==> src/rtl/range_list_parser.sv <==
// ASCII "lo-hi,lo-hi,..." stream parser: emits one (lo, hi) pair per handshake,
// flags malformed input, overflow and inverted ranges, then halts until reset.
module range_list_parser #(
    parameter int unsigned VALUE_W = 64,
    parameter int unsigned CNT_W   = 16
) (
    input  logic               clk,
    input  logic               rst,
    input  logic               in_valid,
    output logic               in_ready,
    input  logic [7:0]         in_data,
    input  logic               in_last,
    output logic               out_valid,
    input  logic               out_ready,
    output logic [VALUE_W-1:0] out_lo,
    output logic [VALUE_W-1:0] out_hi,
    output logic [CNT_W-1:0]   range_count,
    output logic               done,
    output logic               error,
    output logic [2:0]         err_code
);

    typedef enum logic [2:0] {
        S_LO_FIRST, S_LO_DIGITS, S_HI_FIRST, S_HI_DIGITS,
        S_EMIT, S_TAIL, S_DONE, S_ERR
    } state_t;

    state_t               state_q, state_d, pend_q, pend_d;
    logic [VALUE_W-1:0]   acc_q, acc_d, lo_q, lo_d;
    logic [VALUE_W-1:0]   out_lo_q, out_lo_d, out_hi_q, out_hi_d;
    logic [CNT_W-1:0]     cnt_q, cnt_d;
    logic [2:0]           err_q, err_d;

    logic                 accept, is_digit, is_ws, is_comma, is_dash, ovf;
    logic [3:0]           dval;
    logic [VALUE_W+3:0]   acc_new;
    logic                 term, fault;
    logic [VALUE_W-1:0]   term_hi, dval_ext;
    state_t               term_next;
    logic [2:0]           fault_code;

    assign in_ready = !rst && (state_q inside {S_LO_FIRST, S_LO_DIGITS, S_HI_FIRST,
                                               S_HI_DIGITS, S_TAIL});
    assign accept   = in_valid && in_ready;
    assign is_digit = (in_data >= 8'h30) && (in_data <= 8'h39);
    assign is_ws    = (in_data == 8'h20) || (in_data == 8'h0D) || (in_data == 8'h0A);
    assign is_comma = (in_data == 8'h2C);
    assign is_dash  = (in_data == 8'h2D);
    assign dval     = in_data[3:0];
    assign dval_ext = {{(VALUE_W-4){1'b0}}, dval};
    // Four guard bits catch any acc*10+d that exceeds VALUE_W bits.
    assign acc_new  = {4'b0000, acc_q} * (VALUE_W+4)'(10) + (VALUE_W+4)'(dval);
    assign ovf      = |acc_new[VALUE_W+3:VALUE_W];

    always_comb begin
        state_d    = state_q;
        pend_d     = pend_q;
        acc_d      = acc_q;
        lo_d       = lo_q;
        out_lo_d   = out_lo_q;
        out_hi_d   = out_hi_q;
        cnt_d      = cnt_q;
        err_d      = err_q;
        term       = 1'b0;
        term_hi    = acc_q;
        term_next  = S_LO_FIRST;
        fault      = 1'b0;
        fault_code = 3'd0;

        if (accept) begin
            unique case (state_q)
                S_LO_FIRST: begin
                    if (is_digit) begin
                        if (in_last) begin fault = 1'b1; fault_code = 3'd4; end
                        else begin acc_d = dval_ext; state_d = S_LO_DIGITS; end
                    end else if (is_ws) begin
                        if (in_last) begin fault = 1'b1; fault_code = 3'd4; end
                    end else begin fault = 1'b1; fault_code = 3'd1; end
                end
                S_LO_DIGITS: begin
                    if (is_digit) begin
                        if (ovf)          begin fault = 1'b1; fault_code = 3'd2; end
                        else if (in_last) begin fault = 1'b1; fault_code = 3'd4; end
                        else acc_d = acc_new[VALUE_W-1:0];
                    end else if (is_dash) begin
                        if (in_last) begin fault = 1'b1; fault_code = 3'd4; end
                        else begin lo_d = acc_q; acc_d = '0; state_d = S_HI_FIRST; end
                    end else begin fault = 1'b1; fault_code = 3'd1; end
                end
                S_HI_FIRST: begin
                    if (is_digit) begin
                        if (in_last) begin term = 1'b1; term_hi = dval_ext; term_next = S_DONE; end
                        else begin acc_d = dval_ext; state_d = S_HI_DIGITS; end
                    end else begin fault = 1'b1; fault_code = 3'd1; end
                end
                S_HI_DIGITS: begin
                    if (is_digit) begin
                        if (ovf) begin fault = 1'b1; fault_code = 3'd2; end
                        else if (in_last) begin
                            term = 1'b1; term_hi = acc_new[VALUE_W-1:0]; term_next = S_DONE;
                        end else acc_d = acc_new[VALUE_W-1:0];
                    end else if (is_comma) begin
                        if (in_last) begin fault = 1'b1; fault_code = 3'd4; end
                        else begin term = 1'b1; term_next = S_LO_FIRST; end
                    end else if (is_ws) begin
                        term = 1'b1;
                        term_next = in_last ? S_DONE : S_TAIL;
                    end else begin fault = 1'b1; fault_code = 3'd1; end
                end
                S_TAIL: begin
                    if (is_ws) begin
                        if (in_last) state_d = S_DONE;
                    end else if (is_comma) begin
                        if (in_last) begin fault = 1'b1; fault_code = 3'd4; end
                        else state_d = S_LO_FIRST;
                    end else begin fault = 1'b1; fault_code = 3'd1; end
                end
                default: ;
            endcase
        end

        if (state_q == S_EMIT && out_ready) begin
            cnt_d   = cnt_q + CNT_W'(1);
            state_d = pend_q;
        end

        if (term) begin
            if (lo_q > term_hi) begin
                fault = 1'b1; fault_code = 3'd3;
            end else begin
                out_lo_d = lo_q;
                out_hi_d = term_hi;
                pend_d   = term_next;
                acc_d    = '0;
                state_d  = S_EMIT;
            end
        end

        if (fault) begin
            state_d = S_ERR;
            err_d   = fault_code;
        end
    end

    always_ff @(posedge clk) begin
        if (rst) begin
            state_q  <= S_LO_FIRST;
            pend_q   <= S_LO_FIRST;
            acc_q    <= '0;
            lo_q     <= '0;
            out_lo_q <= '0;
            out_hi_q <= '0;
            cnt_q    <= '0;
            err_q    <= '0;
        end else begin
            state_q  <= state_d;
            pend_q   <= pend_d;
            acc_q    <= acc_d;
            lo_q     <= lo_d;
            out_lo_q <= out_lo_d;
            out_hi_q <= out_hi_d;
            cnt_q    <= cnt_d;
            err_q    <= err_d;
        end
    end

    assign out_valid   = (state_q == S_EMIT);
    assign out_lo      = out_lo_q;
    assign out_hi      = out_hi_q;
    assign range_count = cnt_q;
    assign done        = (state_q == S_DONE);
    assign error       = (state_q == S_ERR);
    assign err_code    = err_q;

endmodule

==> config.mk <==
export PLATFORM = sky130hd
export DESIGN_NAME = range_list_parser
export DESIGN_NICKNAME = d
export VERILOG_FILES = /design/src/rtl/range_list_parser.sv
export SDC_FILE = /design/constraint.sdc
export NUM_CORES = 1
export LEC_CHECK = 0
export ABC_AREA = 0
export CORE_MARGIN = 2
export CORE_UTILIZATION = 46
export DETAILED_ROUTE_END_ITERATION = 10
export PLACE_DENSITY = 0.7
export SLEW_MARGIN = 20
export SYNTH_ARGS = -nofsm -noshare
export SYNTH_HDL_FRONTEND = slang
export SYNTH_SLANG_ARGS = --single-unit
==> constraint.sdc <==
create_clock -name clk -period 10.6 [get_ports clk]
set_input_delay 2.12 -clock clk [delete_from_list [all_inputs] [get_ports clk]]
set_output_delay 2.12 -clock clk [all_outputs]
set_load 0.1 [all_outputs]
=== Word-level counts from Yosys, hierarchy flattened ===
Cells that the tools add are included.

* $mul: 1
* Bitwise logic cells: 3
* Eq/ne operators: 12
* Reductions and logical operators: 13
* Muxes and demuxes: 87
* Order comparisons: 3
* Add/sub/neg operators: 2

{| class="wikitable"
|+ Operator list
! cell !! number
|-
| two-way mux 64 bit || 17
|-
| one-hot mux 64 bit (3 select lines) || 1
|-
| one-hot mux 64 bit (2 select lines) || 1
|-
| two-way mux 3 bit || 36
|-
| adder 68 x 4 -> 68 bit || 1
|-
| multiplier 64 x 3 -> 67 bit (second input constant) || 1
|-
| greater-than comparator 64 bit || 1
|-
| two-way mux 1 bit || 25
|-
| equality test 8 x 6 -> 1 bit (second input constant) || 3
|-
| adder 16 x 1 -> 16 bit (second input constant) || 1
|-
| equality test 8 x 4 -> 1 bit (second input constant) || 2
|-
| one-hot mux 3 bit (5 select lines) || 1
|-
| equality test 3 bit (second input constant) || 4
|-
| one-hot mux 3 bit (4 select lines) || 1
|-
| >= comparator 8 x 6 -> 1 bit (second input constant) || 1
|-
| less-or-equal comparator 8 x 6 -> 1 bit (second input constant) || 1
|-
| equality test 3 x 2 -> 1 bit (second input constant) || 2
|-
| one-hot mux 3 bit (2 select lines) || 1
|-
| one-hot mux 1 bit (5 select lines) || 1
|-
| AND reduction 5 bit || 1
|-
| nonzero test 5 bit || 1
|-
| logical AND 1 bit || 4
|-
| two-way mux 2 bit || 2
|-
| OR reduction 4 bit || 1
|-
| 8 further kinds || 11
|}

* Output and inout bits: 151
* Word-level logic and storage cells: 129
* Bits in registers: 281

=== Logic depth before layout (Yosys ltp) ===
Gate-level depths: netlist of run 1.

* Word-level depth: 11
* Depth in mapped cells: 39
* Mapped depth without buffers: 34

=== Least setup slack after synthesis of run 1 ===
Ideal clock, no wire load.

* Path type: in2reg
* From: in rst
* To: reg out_hi_q[26], in the netlist out_hi[26]
* Path buffers: 4
* Data required time: 10.508 ns
* Stages on the path: 26
* Library setup time: 0.092 ns
* Arrival: 8.881 ns
* Slack: 1.627 ns
* Path through: clkbuf_1 -> a21oi_1 -> nand2_1 -> nor2_1 -> and2_0 -> o211ai_2 -> buf_2 -> a22oi_2 -> ha_1 -> a21o_1 -> a21o_1 -> a21o_1 -> a21o_1 -> a21o_1 -> a21o_1 -> a221oi_1 -> o221ai_1 -> a21boi_0 -> o21ai_0 -> o31ai_1 -> o211a_1 -> o21a_1 -> clkbuf_1 -> buf_2 -> nand2_1 -> o32ai_1

* Longest elaborated chain between the ends: 7

{| class="wikitable"
|+ Ends and longest elaborated chain
! item !! line !! source
|-
| start, declared || 8 || <nowiki>input logic rst,</nowiki>
|-
| zero test 1 bit * || 42 || <nowiki>assign in_ready = !rst && (state_q inside {S_LO_FIRST, S_LO_DIGITS, S_HI_FIRST,</nowiki>
|-
| logical AND 1 bit * || 42 ||
|-
| net in_ready || 10 || <nowiki>output logic in_ready,</nowiki>
|-
| logical AND 1 bit * || 44 || <nowiki>assign accept = in_valid && in_ready;</nowiki>
|-
| two-way mux 64 bit || 70 || <nowiki>if (accept) begin</nowiki>
|-
| greater-than comparator 64 bit || 128 || <nowiki>if (lo_q > term_hi) begin</nowiki>
|-
| inverter 1 bit (no line) || -- ||
|-
| AND reduction 2 bit (no line) || -- ||
|-
| end signal, assigned || 161 || <nowiki>out_hi_q <= out_hi_d;</nowiki>
|-
| end, declared || 30 || <nowiki>logic [VALUE_W-1:0] out_lo_q, out_lo_d, out_hi_q, out_hi_d;</nowiki>
|}

The timed path passes the listed nets; every way through them passes the cells marked *.
A chain may end at the register's enable or synchronous reset.

=== Worst setup path in the final report of run 1 ===
* From: reg acc_q[3]
* To: reg out_hi_q[34], in the netlist out_hi[34]

* Longest elaborated chain between the ends: 10

{| class="wikitable"
|+ Ends and longest elaborated chain
! item !! line !! source
|-
| start, declared || 29 || <nowiki>logic [VALUE_W-1:0] acc_q, acc_d, lo_q, lo_d;</nowiki>
|-
| start signal, assigned || 149 || <nowiki>acc_q <= '0;</nowiki>
|-
| start signal, assigned || 158 || <nowiki>acc_q <= acc_d;</nowiki>
|-
| multiplier 64 x 3 -> 67 bit || 52 || <nowiki>assign acc_new = {4'b0000, acc_q} * (VALUE_W+4)'(10) + (VALUE_W+4)'(dval);</nowiki>
|-
| adder 68 x 4 -> 68 bit || 52 ||
|-
| OR reduction 4 bit or two-way mux 64 bit (tied branches) || 53, 99 ||
|-
| two-way mux 64 bit || 98 || <nowiki>if (ovf) begin fault = 1'b1; fault_code = 3'd2; end</nowiki>
|-
| two-way mux 64 bit || 97 || <nowiki>if (is_digit) begin</nowiki>
|-
| one-hot mux 64 bit (2 select lines) || 71 || <nowiki>unique case (state_q)</nowiki>
|-
| two-way mux 64 bit || 70 ||
|-
| greater-than comparator 64 bit || 128 ||
|-
| inverter 1 bit (no line) || -- ||
|-
| AND reduction 2 bit (no line) || -- ||
|}

Several ways; a longest one is shown, not always the timed one.

==> flow_summary.json, run 1 <==
{
  "cpMostUsedCell": "a21o_1",
  "grt_remaining_overflow": 0,
  "num_rows": 75,
  "cts_tree": "done",
  "synth-simple-area-share_pct": 22.2,
  "grtUsageTotal_pct": 29.4,
  "hold_start": "out_lo[63]",
  "drt_iter0_drc": 1841,
  "p_comb_share_pct": 11.0,
  "synth-async-reset-ratio_pct": 0,
  "die-area_sq_mm": 0.0442,
  "via_count": 19290,
  "wl_per_cell_microns": 21.5,
  "synth_flop_cell": "dfxtp_1",
  "syn_avg_cell_area_sq_um": 7.91,
  "clock_sinks": 281,
  "muxShareOfSynthArea_pct": 3.56,
  "final.setup.tns_ns": 0,
  "hold_viol": 0,
  "required_ns": 11.05,
  "p_sw_uw": 645,
  "cp.arrival_ns": 10.59,
  "clkPwrFrac_pct": 43.5,
  "synth_fp_nets": 2683,
  "io_buffer_count": 163,
  "drt-vias-per-instance": 6.17,
  "start_util_pct": 46.7,
  "critPathMaxFanout": 13,
  "synth_compound_gate_area_share_pct": 24.6,
  "slew_violations": 0,
  "num_io_pins": 164,
  "antenna_found_initial": 0,
  "drcViolationCount": 0,
  "leakagePower_nw": 9.20,
  "cts_buffers": 29,
  "htreeDepth": 1,
  "synth_area_sq_mm": 0.0196,
  "diodes": 0,
  "p_int_mw": 1.74,
  "place.gp.congestion": 0.960,
  "power.density_mw_per_mm2": 105,
  "crit_type": "reg -> reg",
  "cts-hold-fix-buffers": 0,
  "dpl.hpwl_mm": 52.4,
  "reg2reg_from": "acc_q[3]",
  "post-route-min-period_ns": 10.13,
  "dp_cells": 3073,
  "run_status": "completed",
  "min_period_over_period_pct": 95.6,
  "cp_slowest_stage_delay_ns": 0.57,
  "relSlewSlack_pct": 27.6,
  "area_growth_pct": 15.7,
  "fin_cells": 3124,
  "synthAdderAreaFrac_pct": 12.5,
  "rsz0062_at_grt": "no",
  "core_area_sq_mm": 0.0419,
  "cts_root_buffer": "clkbuf_16",
  "irDropWorstVdd_mv": 0.100,
  "path_clk_slew_ns": 0.07,
  "tightest_slew_ns": 1.08,
  "nNetsFinal": 2772,
  "hp-class": "reg -> reg",
  "ys_ff_latch": 281,
  "postRouteAntennaNets": 0,
  "sw_frac_of_total_pct": 27.1,
  "critPathCaptureType": "flop",
  "syn_inst": 2476,
  "start_kind": "flop",
  "synth_edf_count": 0,
  "die_height_microns": 210,
  "seqPwrFrac_pct": 45.5,
  "setup_viol": 0,
  "num-fill-cells": 3911,
  "drv_cap": 0,
  "synth_cell_types": 83,
  "synth_xor_area_share_pct": 4.96,
  "yosysSeqAreaShare_pct": 28.7,
  "finClkSkew_ns": 0.0191,
  "fmax_mhz": 98.7,
  "crit_slowest_cell": "dfxtp_1",
  "drive_gt1_share_pct": 6.69,
  "crit_start": "acc_q[3]",
  "clockBufferDepth": 3,
  "grt_first_pass_wirelength_mm": 102,
  "grt_pass1_vias": 17849,
  "grt_max_degree": 85,
  "clkLatencyLatePin_ns": 0.56,
  "die_w_microns": 210,
  "yosys_warnings": 0,
  "first_pass_iters": 7,
  "wl_mm": 67.1,
  "synth_top_family_by_area": "compound AO/OA/AOI/OAI gates"
}
[registers in the layout, summed over array words and instances (netlist names)]
register,cells
acc_q,64
err_code,3
lo_q,64
out_hi,64
out_lo,64
pend_q,3
range_count,16
state_q,3
[cell families after synthesis]
family	count (synthesis)
buffers and inverters	169
adder cells (fa/ha/maj)	194
XOR/XNOR	111
multiplexers	69
flip-flops	281
AND/OR/NAND/NOR	944
AO/OA/AOI/OAI	708
[Yosys cell counts (6+ instances only)]
library cell  number  share of area, %
o31ai_1           12              0.46
mux2i_1           64               3.3
ha_1             192                12
a221oi_1           7              0.31
o32ai_1            6              0.27
o211ai_1          15              0.58
o21bai_1          12              0.46
a31oi_1           12              0.38
nand3_1           48               1.2
nor4_1            11              0.35
a22oi_1           64               2.5
a2bb2oi_1          7              0.31
and4_1            17              0.76
dfxtp_1          281                29
o21ai_0          157               4.0
a21boi_0          13              0.50
inv_1             30              0.58
or3_1             19              0.61
a211o_1            6              0.27
nor2_1           182               3.5
nor3_1            40               1.0
nor2b_1           12              0.38
a22oi_2           50               3.2
nand4_1           59               1.9
buf_2             12              0.31
clkbuf_1         117               2.2
a21oi_1          191               4.9
or2_2              8              0.26
o21a_1            18              0.69
nand2b_1          15              0.48
a211oi_1          12              0.46
xnor2_1           67               3.0
and3_1            17              0.54
nand2_1          468               9.0
a21o_1            66               2.5
xor2_1            44               2.0
and2_1            15              0.48
[power by group through the flow]
stage | sequential (mW) | combinational [mW] | clock [mW]
4_1_cts | 1.08 | 0.255 | 1.05
6_report | 1.09 | 0.262 | 1.04
3_3_place_gp | 1.11 | 0.255 | 0
3_5_place_dp | 1.11 | 0.254 | 0
5_1_grt | 1.09 | 0.277 | 1.09
2_1_floorplan | 1.12 | 0.169 | 0
[layout make-up]
cell class                 instances  area [sq um]  share of cell area, %
clock buffer                      43           858                   3.79
clock inverter                     8           101                  0.447
inverter                          31           119                  0.525
multi-input combinational       2026         13300                   58.9
sequential                       281          5630                   24.8
tap                              539           674                   2.98
timing repair buffer             196          1940                   8.55
[placed cells by master, fill, tap and decap left out, types with 13 or more instances in the layout]
cell type	instances
nand2_1	466
mux2i_1	64
and2_1	15
a21oi_1	191
buf_4	28
nand2b_1	15
xor2_1	44
or3_1	19
clkbuf_16	29
clkdlybuf4s50_1	162
xnor2_1	67
a22oi_1	63
a21boi_0	13
dfxtp_1	281
inv_1	30
a21o_1	66
nand3_1	48
and3_1	16
nor2_1	182
nor3_1	39
ha_1	192
nand4_1	59
o211ai_1	15
and4_1	17
a22oi_2	51
o21a_1	17
o21ai_0	156
[critical path: cells and delay by family, from the launching register on]
kind                       cells  cell delay, ns
DFF                            1            0.57
muxes                          1            0.22
and+or+nand+nor                8            2.98
xor gates and xnor gates       1            0.53
AOI/OAI and AO/OA             20            4.40
buffers and inverters          2            0.41
adders and majority gates      3            0.91
[per-layer routing]
metal  wire [microns]  vias to the layer above  GRT usage [%]
met2            28000                      833           43.6
met4             1840                        0           8.12
met5                0                        -              0
met3             6340                      110           5.84
met1            31000                     9170           43.1
li1                 -                     9177              -
[timing repair]
| action | 4_1_cts | 5_1_grt |
|---|---|---|
| setup endpoints to repair | 0 | 169 |
| gates resized for setup | 0 | 2 |
| setup buffers | 0 | 0 |
[stage by stage]
step	hold slack (ns)	setup slack, ns	instance area, sq um	power, mW	util, %
floorplan	0.445	1.63	19600	1.29	-
global placement	0.443	0.628	21700	1.36	51.7
detailed placement	0.450	0.420	21700	1.36	51.7
CTS	0.459	0.566	22600	2.38	54.0
global route	0.467	0.0101	22600	2.45	54.0
finish	0.456	0.467	22600	2.38	54.0
[path summary, 6_finish.rpt]
| path | end | slack (ns) | cells after the start |
|---|---|---|---|
| setup / recovery | out_hi[34] | 0.47 | 35 |
| hold reg to reg | out_lo[63] | 0.46 | 2 |
| hold / removal | out_lo[63] | 0.46 | 2 |
| setup reg to reg | out_hi[34] | 0.47 | 35 |
Power figures use the tool's default switching activity.
==> inputs of run 2 (changes only) <==
--- a/config.mk
+++ b/config.mk
@@ -10,6 +10,7 @@
 export CORE_UTILIZATION = 46
 export DETAILED_ROUTE_END_ITERATION = 10
 export PLACE_DENSITY = 0.7
+export RECOVER_POWER = 100
 export SLEW_MARGIN = 20
 export SYNTH_ARGS = -nofsm -noshare
 export SYNTH_HDL_FRONTEND = slang
==> flow_summary.json, run 2 (synthesis gave the netlist of run 1 again) <==
{
  "diodes": 0,
  "grt_first_pass_wirelength_mm": 102,
  "hold_depth": 2,
  "clkLatencyLatePin_ns": 0.56,
  "io_buffer_count": 163,
  "via_count": 19356,
  "cpMostUsedCell": "a21o_1",
  "hold_viol": 0,
  "start_util_pct": 46.7,
  "num_io_pins": 164,
  "hold_start": "out_lo[35]",
  "placed_area_sq_mm": 0.0217,
  "critPathCaptureType": "flop",
  "relSlewSlack_pct": -34.7,
  "reg2reg_to": "out_hi[34]",
  "rsz0062_at_grt": "no",
  "pre_cts_slack_ns": 0.420,
  "cp.arrival_ns": 10.59,
  "power.density_mw_per_mm2": 105,
  "htreeDepth": 1,
  "grt_pass1_vias": 17849,
  "core_area_sq_mm": 0.0419,
  "layout_common_cells": "468 x nand2_1, 281 x dfxtp_1, 192 x ha_1",
  "fin_util_pct": 54.0,
  "cp_slowest_stage_delay_ns": 0.57,
  "num_rows": 75,
  "grt_remaining_overflow": 0,
  "cts_root_buffer": "clkbuf_16",
  "cts_tree": "done",
  "cts_buffers": 29,
  "final_common_cell": "nand2_1",
  "post-route-min-period_ns": 10.14,
  "run_status": "complete, but fails checks",
  "crit_type": "reg -> reg",
  "wl_mm": 67.1,
  "leakagePower_nw": 9.73,
  "wl_per_cell_microns": 21.5,
  "required_ns": 11.05,
  "drt_iter0_drc": 1735,
  "fmax_mhz": 98.6,
  "min_period_over_period_pct": 95.7,
  "post_cts_buffers": 0,
  "dpl.hpwl_mm": 52.4,
  "postRouteAntennaNets": 0,
  "dp_cells": 3073,
  "drcViolationCount": 0,
  "hp-class": "reg -> reg",
  "slew_violations": 66,
  "final.setup.tns_ns": 0,
  "nNetsFinal": 2772,
  "clockBufferDepth": 3,
  "grtUsageTotal_pct": 29.4,
  "drv_cap": 2,
  "antenna_found_initial": 0,
  "place.gp.congestion": 0.960,
  "start_kind": "flop",
  "area_growth_pct": 15.6,
  "clock_sinks": 281,
  "drt-vias-per-instance": 6.20,
  "critPathMaxFanout": 13,
  "tightest_slew_ns": 2.02,
  "reg2reg_from": "acc_q[9]",
  "path_clk_slew_ns": 0.06,
  "timing.hold.ws_ns": 0.452,
  "cts-hold-fix-buffers": 0,
  "p_total_mw": 2.38,
  "setup_ws_ns": 0.459,
  "failed_checks": "max-capacitance violations, max-slew violations",
  "ff2ff_path_depth": 35,
  "die-area_sq_mm": 0.0442,
  "first_pass_iters": 7,
  "rrSetupSlack_ns": 0.46,
  "finClkSkew_ns": 0.0215,
  "drive_gt1_share_pct": 6.54,
  "fin_cells": 3124,
  "final_area_sq_mm": 0.0226,
  "grt_max_degree": 85,
  "die_w_microns": 210,
  "die_height_microns": 210,
  "min_to": "out_lo[35]",
  "setup_viol": 0,
  "irDropWorstVdd_mv": 0.100,
  "crit_slowest_cell": "a211oi_1"
}
==> run 2: cell count changes in the layout (fill, tap and decap cells not counted) <==
| cell | change |
|---|---|
| clkbuf_4 | +1 |
| dlygate4sd3_1 | +151 |
| buf_12 | -1 |
| buf_4 | -2 |
| clkdlybuf4s50_1 | -151 |
| clkbuf_1 | +2 |
| nand2_2 | -2 |
| buf_2 | -1 |
| buf_6 | +1 |
| nand2_1 | +2 |
==> run 2: how the worst max path moves through the flow <==
stage               startpoint    endpoint  slack, ns  depth (start not counted)
floorplan                  rst  out_hi[26]       1.63                         26
global placement    in_data[2]  out_hi[36]       0.63                         33
detailed placement  in_data[1]  out_hi[36]       0.42                         33
CTS                  acc_q[12]  out_hi[36]       0.57                         34
global route          acc_q[7]  out_hi[26]       0.01                         35
finish                acc_q[9]  out_hi[34]       0.46                         35
==> run 2: metal layers <==
layer  up-vias  share of wire, %  global-route usage, %  routed length, microns
met4         0               2.7                   8.12                    1810
met3       106               9.0                   5.84                    6070
met1      9222                46                   43.1                   31200
met5         -                 0                      0                       0
li1       9181                 -                      -                       -
met2       847                42                   43.6                   28000
==> run 2: repair_timing <==
item,4_1_cts,5_1_grt
hold endpoints to repair,0,0
gates resized for setup,0,2
endpoints found under the setup margin,0,169
==> run 2: worst max-delay path: cells and delay by family, from the launching register on <==
kind                       cells  cell delay, ns
muxes                          1            0.22
AOI/OAI and AO/OA             18            3.79
and+or+nand+nor               10            3.66
DFF                            1            0.48
buffers and inverters          2            0.41
xor gates and xnor gates       1            0.53
adders and majority gates      3            0.94
==> run 2: power by group <==
part	internal, mW	switching, mW	total (mW)	leakage (nW)
Clock	0.605	0.432	1.04	0.463
Combinational	0.0649	0.194	0.259	7.00
Sequential	1.06	0.0209	1.09	2.26
==> run 2: layout make-up <==
cell class,instances,area [sq um]
clock buffers,43,858
clock inverters,8,101
fillers,3917,19300
inverters,31,119
multi-input cells,2026,13300
flip-flops and latches,281,5630
well taps,539,674
repair buffers,196,1920
==> inputs of run 3 (changes only) <==
--- a/config.mk
+++ b/config.mk
@@ -7,9 +7,9 @@
 export LEC_CHECK = 0
 export ABC_AREA = 0
 export CORE_MARGIN = 2
-export CORE_UTILIZATION = 46
+export CORE_UTILIZATION = 60
 export DETAILED_ROUTE_END_ITERATION = 10
-export PLACE_DENSITY = 0.7
+export PLACE_DENSITY_LB_ADDON = 0.05
 export RECOVER_POWER = 100
 export SLEW_MARGIN = 20
 export SYNTH_ARGS = -nofsm -noshare
==> flow_summary.json, run 3 (synthesis gave the netlist of run 1 again) <==
{
  "relSlewSlack_pct": -59.0,
  "rrSetupSlack_ns": 0.59,
  "power.density_mw_per_mm2": 106,
  "final_area_sq_mm": 0.0226,
  "critPathCaptureType": "flop",
  "cts_resized": 0,
  "wl_mm": 65.2,
  "irDropWorstVdd_mv": 0.145,
  "reg2reg_from": "acc_q[8]",
  "die-area_sq_mm": 0.0341,
  "final.setup.tns_ns": 0,
  "failed_checks": "max-capacitance violations, max-slew violations",
  "crit_type": "reg -> reg",
  "slew_violations": 85,
  "clkLatencyLatePin_ns": 0.56,
  "min_period_over_period_pct": 94.5,
  "grtUsageTotal_pct": 37.6,
  "clock_sinks": 281,
  "fin_cells": 3035,
  "num_rows": 66,
  "cp.arrival_ns": 10.43,
  "cts-hold-fix-buffers": 0,
  "area_growth_pct": 15.4,
  "hold_viol": 0,
  "dpl.hpwl_mm": 50.2,
  "grt_remaining_overflow": 0,
  "wl_per_cell_microns": 21.5,
  "hp-class": "reg -> reg",
  "run_status": "complete, but fails checks",
  "num_io_pins": 164,
  "crit_slowest_cell": "a211oi_1",
  "drv_cap": 2,
  "die_w_microns": 185,
  "cts_tree": "done",
  "crit_start": "acc_q[8]",
  "drive_gt1_share_pct": 6.86,
  "placed_area_sq_mm": 0.0217,
  "fmax_mhz": 99.9,
  "dp_cells": 2985,
  "critPathMaxFanout": 40,
  "tightest_slew_ns": 2.39,
  "postRouteAntennaNets": 0,
  "grt_max_degree": 89,
  "path_clk_slew_ns": 0.06,
  "cpMostUsedCell": "a21o_1",
  "nNetsFinal": 2780,
  "clockBufferDepth": 3,
  "start_kind": "flop",
  "cp_slowest_stage_delay_ns": 0.60,
  "core_area_sq_mm": 0.0324,
  "diodes": 0,
  "cts_root_buffer": "clkbuf_16",
  "start_util_pct": 60.5,
  "setup_ws_ns": 0.585,
  "via_count": 19777,
  "drt_iter0_drc": 2052,
  "p_total_mw": 2.40,
  "place.gp.congestion": 1.03,
  "first_pass_iters": 6,
  "grt_first_pass_wirelength_mm": 102,
  "cts_buffers": 28,
  "final_common_cell": "nand2_1",
  "leakagePower_nw": 9.79,
  "die_height_microns": 185,
  "post-route-min-period_ns": 10.01,
  "grt_pass1_vias": 18723,
  "pre_cts_slack_ns": 0.545,
  "setup_viol": 0,
  "htreeDepth": 1,
  "drt-vias-per-instance": 6.52,
  "layout_common_cells": "467 x nand2_1, 281 x dfxtp_1, 192 x ha_1",
  "drcViolationCount": 0,
  "antenna_found_initial": 0,
  "rsz0062_at_grt": "no",
  "hold_start": "out_lo[5]",
  "post_cts_buffers": 0,
  "finClkSkew_ns": 0.0186,
  "required_ns": 11.01,
  "io_buffer_count": 163
}
## run 3: changes by cell type in the layout (fill, tap and decap cells not counted), sizes merged
cell / delta
inv: +1
clkinvlp: -2
buf: +7
clkinv: +4
clkbuf: -4
bufinv: +2
## run 3: where the power goes
group          leakage, nW  internal (mW)  switching (mW)
clock network        0.481          0.626           0.431
registers             2.26           1.06          0.0217
logic                 7.05         0.0656           0.192
total                 9.79           1.76           0.645
## run 3: layout make-up
class,instances,area [sq um]
Clock buffer,37,796
Fill cell,2679,9780
Sequential cell,281,5630
Tap cell,442,553
Clock inverter,13,181
Timing Repair Buffer,205,2000
Multi-Input combinational cell,2026,13300
Inverter,31,119
## run 3: through the flow
step	utilization [%]	hold WS (ns)
2_1_floorplan	-	0.445
5_1_grt	69.8	0.474
3_5_place_dp	66.9	0.449
3_3_place_gp	66.9	0.444
4_1_cts	69.9	0.459
6_report	69.8	0.452
## run 3: critical path: cells and delay by family (launching register included)
family	cells	cell delay, ns
flops	1	0.54
buf+inv	3	0.77
mux	1	0.27
simple gates	10	2.93
xor+xnor	1	0.42
compound gates	17	3.71
fa+ha+maj	3	1.19
## run 3: final timing paths
check	endpoint	cells past startpoint
worst max-delay path	acc_q[41]	35
worst min-delay path	out_lo[5]	2
worst max register to register	acc_q[41]	35
worst min register to register	out_lo[5]	2
## run 3: per-layer routing
layer	track usage, %	share of wire [%]	up-vias
met3	5.75	9.8	182
met2	58.9	43	1095
met4	13.3	3.9	0
li1	-	-	9206
met1	52.5	43	9294
met5	0	0	-
